===== src/rtl/fetch_decode_buffer_if.sv =====
// Fetch/Decode handshake bundle for the IF/ID buffer.
// master: the Fetch/Decode side that drives in_*, stall and flush.
// slave:  the buffer itself.
interface fetch_decode_buffer_if #(
    parameter int INST_W = 16,
    parameter int PC_W   = 32
);
    logic              in_valid;
    logic [INST_W-1:0] in_inst;
    logic [PC_W-1:0]   in_pc;
    logic              stall;
    logic              flush;
    logic              fetch_hold;
    logic              out_valid;
    logic [INST_W-1:0] out_inst;
    logic [INST_W-1:0] out_imm;
    logic [PC_W-1:0]   out_pc;
    logic              out_long;

    modport master (
        output in_valid, in_inst, in_pc, stall, flush,
        input  fetch_hold, out_valid, out_inst, out_imm, out_pc, out_long
    );

    modport slave (
        input  in_valid, in_inst, in_pc, stall, flush,
        output fetch_hold, out_valid, out_inst, out_imm, out_pc, out_long
    );
endinterface


===== src/rtl/fetch_decode_buffer.sv =====
// IF/ID pipeline register. Assembles two-word (opcode + immediate)
// instructions and issues each instruction to Decode as one unit.
// Priority per edge: reset > flush > stall > normal.
// Optional feature macro: FETCH_BUF_CNT_EN adds a 16-bit issued-instruction
// counter on port inst_count.
module fetch_decode_buffer #(
    parameter int INST_W        = 16,
    parameter int PC_W          = 32,
    parameter int LONG_FLAG_BIT = 15
) (
    input  logic clk,
    input  logic reset,
    fetch_decode_buffer_if.slave bus
`ifdef FETCH_BUF_CNT_EN
    ,
    output logic [15:0] inst_count
`endif
);
    typedef enum logic {S_FIRST = 1'b0, S_SECOND = 1'b1} state_t;

    state_t            state;
    logic [INST_W-1:0] pend_inst;
    logic [PC_W-1:0]   pend_pc;
    logic              out_valid;
    logic [INST_W-1:0] out_inst;
    logic [INST_W-1:0] out_imm;
    logic [PC_W-1:0]   out_pc;
    logic              out_long;
    logic              advance;
    logic              issue;

    // An edge does normal work only when nothing of higher priority is active.
    assign advance = !reset && !bus.flush && !bus.stall;
    // A complete instruction reaches out_* this edge (short, or long's second word).
    assign issue   = advance && bus.in_valid &&
                     (state == S_SECOND || !bus.in_inst[LONG_FLAG_BIT]);

    // Fetch must re-present its word while Decode stalls, unless we are flushing.
    assign bus.fetch_hold = bus.stall & ~bus.flush;
    assign bus.out_valid  = out_valid;
    assign bus.out_inst   = out_inst;
    assign bus.out_imm    = out_imm;
    assign bus.out_pc     = out_pc;
    assign bus.out_long   = out_long;

    // Assembly FSM and output register; partial instructions die on reset/flush.
    always_ff @(posedge clk) begin
        if (reset || bus.flush) begin
            state     <= S_FIRST;
            pend_inst <= '0;
            pend_pc   <= '0;
            out_valid <= 1'b0;
            out_inst  <= '0;
            out_imm   <= '0;
            out_pc    <= '0;
            out_long  <= 1'b0;
        end else if (!bus.stall) begin
            // Valid is a one-edge pulse; fields of a non-issuing edge keep last values.
            out_valid <= 1'b0;
            if (bus.in_valid) begin
                case (state)
                    S_FIRST: begin
                        if (bus.in_inst[LONG_FLAG_BIT]) begin
                            pend_inst <= bus.in_inst;
                            pend_pc   <= bus.in_pc;
                            state     <= S_SECOND;
                        end else begin
                            out_valid <= 1'b1;
                            out_inst  <= bus.in_inst;
                            out_imm   <= '0;
                            out_pc    <= bus.in_pc;
                            out_long  <= 1'b0;
                        end
                    end
                    S_SECOND: begin
                        // The immediate's flag bit is data, not a new-instruction marker.
                        out_valid <= 1'b1;
                        out_inst  <= pend_inst;
                        out_imm   <= bus.in_inst;
                        out_pc    <= pend_pc;
                        out_long  <= 1'b1;
                        state     <= S_FIRST;
                    end
                    default: state <= S_FIRST;
                endcase
            end
        end
    end

`ifdef FETCH_BUF_CNT_EN
    // Issued-instruction counter: survives flush, wraps naturally at 16 bits.
    always_ff @(posedge clk) begin
        if (reset)
            inst_count <= '0;
        else if (issue)
            inst_count <= inst_count + 16'd1;
    end
`else
    logic unused_issue;
    assign unused_issue = issue;
`endif
endmodule


===== src/flat_wrapper.sv =====
// flat-port wrapper written by rule: the top's interface ports become plain ports
module fetch_decode_buffer_flat 
#(
    parameter int INST_W        = 16,
    parameter int PC_W          = 32,
    parameter int LONG_FLAG_BIT = 15
)
  (clk, reset, bus_in_valid, bus_in_inst, bus_in_pc, bus_stall, bus_flush, bus_fetch_hold, bus_out_valid, bus_out_inst, bus_out_imm, bus_out_pc, bus_out_long);
  fetch_decode_buffer_if #(.INST_W(INST_W), .PC_W(PC_W)) bus_i ();
  input  logic clk;
  input  logic reset;
  input wire logic [$bits(bus_i.in_valid)-1:0] bus_in_valid;
  input wire logic [$bits(bus_i.in_inst)-1:0] bus_in_inst;
  input wire logic [$bits(bus_i.in_pc)-1:0] bus_in_pc;
  input wire logic [$bits(bus_i.stall)-1:0] bus_stall;
  input wire logic [$bits(bus_i.flush)-1:0] bus_flush;
  output wire logic [$bits(bus_i.fetch_hold)-1:0] bus_fetch_hold;
  output wire logic [$bits(bus_i.out_valid)-1:0] bus_out_valid;
  output wire logic [$bits(bus_i.out_inst)-1:0] bus_out_inst;
  output wire logic [$bits(bus_i.out_imm)-1:0] bus_out_imm;
  output wire logic [$bits(bus_i.out_pc)-1:0] bus_out_pc;
  output wire logic [$bits(bus_i.out_long)-1:0] bus_out_long;
  assign bus_i.in_valid = bus_in_valid;
  assign bus_i.in_inst = bus_in_inst;
  assign bus_i.in_pc = bus_in_pc;
  assign bus_i.stall = bus_stall;
  assign bus_i.flush = bus_flush;
  assign bus_fetch_hold = bus_i.fetch_hold;
  assign bus_out_valid = bus_i.out_valid;
  assign bus_out_inst = bus_i.out_inst;
  assign bus_out_imm = bus_i.out_imm;
  assign bus_out_pc = bus_i.out_pc;
  assign bus_out_long = bus_i.out_long;
  fetch_decode_buffer #(.INST_W(INST_W), .PC_W(PC_W), .LONG_FLAG_BIT(LONG_FLAG_BIT)) u_core (.clk(clk), .reset(reset), .bus(bus_i));
endmodule

===== config.mk =====
export PLATFORM = sky130hd
export DESIGN_NAME = fetch_decode_buffer_flat
export DESIGN_NICKNAME = d
export VERILOG_FILES = /design/src/rtl/fetch_decode_buffer_if.sv /design/src/rtl/fetch_decode_buffer.sv /design/src/flat_wrapper.sv
export SDC_FILE = /design/constraint.sdc
export NUM_CORES = 1
export LEC_CHECK = 0
export CORE_MARGIN = 4
export CORE_UTILIZATION = 52
export DETAILED_ROUTE_END_ITERATION = 12
export MAX_ROUTING_LAYER = met4
export PLACE_DENSITY = 0.84
export SYNTH_ARGS = -nofsm -noshare
export SYNTH_HDL_FRONTEND = slang
export SYNTH_SLANG_ARGS = --single-unit

===== constraint.sdc =====
create_clock -name clk -period 3 [get_ports clk]
set_input_delay 0.75 -clock clk [delete_from_list [all_inputs] [get_ports clk]]
set_output_delay 0.75 -clock clk [all_outputs]
set_load 0.02 [all_outputs]

==> impl_metrics.toml <==
[floorplanning]
fp.dieW_um = 103
die-area_um2 = 10500
rows = 34
io-pin-count = 120
coreArea_um2 = 8720
die_h_um = 103
start_util = 0.534

[timing]
slew_viol_final = 0
hold_violations = 0
slew_headroom = 0.578
rsz0062_at_grt = "no"
setup_viol = 0
tns_ns = 0
fin_skew_ns = 0.0125
fmax_ghz = 0.360
worst_pin_slew_ns = 0.632
period_share = 0.927
min_period_ns = 2.78
setup_slack_ns = 0.219

[cells_and_area]
syn_to_final_growth_pct = 38.1
drive_gt1_frac = 0.132
postLayoutCoreUtil = 0.737
final_common_cell = "clkdlybuf4s50_1"
nFillCells = 635
regArea_um2 = 2310
multiInputGateArea_um2 = 2100
n_antenna_cell = 0
final_cell_mix = "clkdlybuf4s50_1 (119), dfxtp_1 (114), a21oi_1 (97), nand2_1 (97), mux2i_1 (47)"
final_net_count = 639

[clock_tree]
cts.sinks = 115
clock_latency_ns = 0.50
clk_pin_slew_ns = 0.05
cts_setup_buffers = 0
cts_buffer_depth = 2
numCtsBuffers = 17
cts.repair.resized = 0
cts_tree = "done"
hold_buffers = 0
htree_levels = 4
clockRootBuffer = "clkbuf_8"

[power]
comb_power_share = 0.093
vdd_ir_drop_max_v = 0.000578
powerDensity_nw_per_um2 = 597
p_sw_mw = 0.885
sw_frac_of_total = 0.231
pwr-share-clk = 0.497
seqPwrFrac = 0.411
p_int_mw = 2.95
power_leakage_nw = 2.09
finalPower_mw = 3.84

[critical_path]
worstPathMaxFanout = 2
cp.arrival_ns = 2.03
critPathLaunchType = "input pin"
worstPathRequired_ns = 2.25
end_kind = "output port"
critPathMaxStageDelay_ns = 0.61
crit_chain = "clkdlybuf4s50_1, nor2b_1, clkdlybuf4s50_1"
path_class = "input pin to output port"
critPathSlowestCell = "clkdlybuf4s50_1"
crit_path_frequent_cell = "clkdlybuf4s50_1"

[flow_run]
maxCapViolations = 0

[drt]
vias = 4042
ant_nets = 0
wl_um = 12700
drt-pass1-iter-count = 4
wl_per_cell_um = 17.9
viasPerCell = 5.73
drc = 0
drt_iter0_markers = 196

[placement]
gp_congestion = 0.758
port_buffers = 119
place_ws_ns = 0.216
dpl.hpwl_um = 8130

[run_status]
outcome = "completed"

[global_route]
grt_pass1_vias = 4070
overflow = 0
antenna_found_initial = 0
grt_pass1_wl_um = 19900
grt_max_degree = 66
grt.total_usage = 0.250

[logic_synthesis]
yosysWarnings = 0
netlist_instances = 483
synth_cell_types = 24
ys_seq_area_frac = 0.494
synth_area_per_cell_um2 = 9.64
synth_seq_cells = 115
synth_nets = 536
syn_area_um2 = 4660

[worst_hold_path]
hold_class = "flip-flop to flip-flop"
## metrics by stage
step                area (um^2)  std cells  hold slack, ns
finish                     6430        706           0.456
global placement           5860        675           0.441
detailed placement         5860        675           0.446
global route               6430        706           0.476
CTS                        6430        706           0.455
floorplan                  4660        483           0.436
## sequential cells by signal (all words and copies together), names as in the netlist
signal / flops
u_core.state: 1
u_core.bus.out_imm: 16
u_core.bus.out_valid: 1
u_core.bus.out_inst: 16
u_core.bus.out_pc: 32
u_core.bus.out_long: 1
u_core.pend_inst: 16
u_core.pend_pc: 32
## cells by family (layout without fill, tap and decap cells)
family                 after synthesis  in the layout  synth area share
AOI/OAI and AO/OA                  164            164             0.250
buffers and inverters               47            162            0.0567
and+or+nand+nor                    110            110            0.0981
DFF                                115            115             0.494
muxes                               47             47             0.101
## worst max-delay path: cells and delay by family
kind,cells,cell delay (ns)
AND/OR/NAND/NOR,1,0.16
buffers and inverters,2,1.12
## path summary, 6_finish.rpt
check                                    startpoint                   end  slack, ns  depth (start not counted)
worst min-delay path            u_core.pend_inst[5]   u_core.pend_inst[5]       0.46                          2
worst max register to register         u_core.state  u_core.bus.out_pc[2]       0.97                          4
worst max-delay path                      bus_stall        bus_fetch_hold       0.22                          3
worst min register to register  u_core.pend_inst[5]   u_core.pend_inst[5]       0.46                          2
## synthesized netlist by cell type
library cell	number	area (um^2)
dfxtp_1	115	2300
a21oi_1	97	485
nand2_1	97	364
mux2i_1	47	470
a211oi_2	30	375
buf_2	25	125
a211oi_1	17	128
a22o_1	16	140
clkbuf_1	11	41.3
buf_6	6	67.6
nor2_1	4	15.0
buf_4	3	22.5
buf_1	2	7.51
nor2b_1	2	12.5
o21ai_0	2	10.0
a21oi_4	1	16.3
and2_4	1	8.76
and3_1	1	6.26
and4bb_2	1	12.5
nand2b_1	1	6.26
nand2b_4	1	13.8
nand4bb_1	1	11.3
o21a_1	1	7.51
or2_1	1	6.26
## power by group through the flow
stage	clock, mW	sequential [mW]	combinational (mW)
3_3_place_gp	0	1.61	0.342
4_1_cts	1.92	1.58	0.355
5_1_grt	2.00	1.58	0.380
2_1_floorplan	0	1.62	0.181
3_5_place_dp	0	1.61	0.352
6_report	1.91	1.58	0.356
## layer usage
| layer | vias to the layer above | share of wire | global-route usage |
|---|---|---|---|
| li1 | 1915 | - | - |
| met1 | 1958 | 0.40 | 0.289 |
| met2 | 137 | 0.52 | 0.420 |
| met3 | 32 | 0.050 | 0.0521 |
| met4 | 0 | 0.029 | 0.109 |
| met5 | - | 0 | - |
## final cells by class
cell class                      instances  area share
Clock inverter                          9      0.0161
Timing Repair Buffer                  131       0.205
Sequential cell                       115       0.359
Multi-Input combinational cell        321       0.327
Tap cell                              108      0.0210
Clock buffer                           22      0.0720
(Power assumes the default switching activity.)
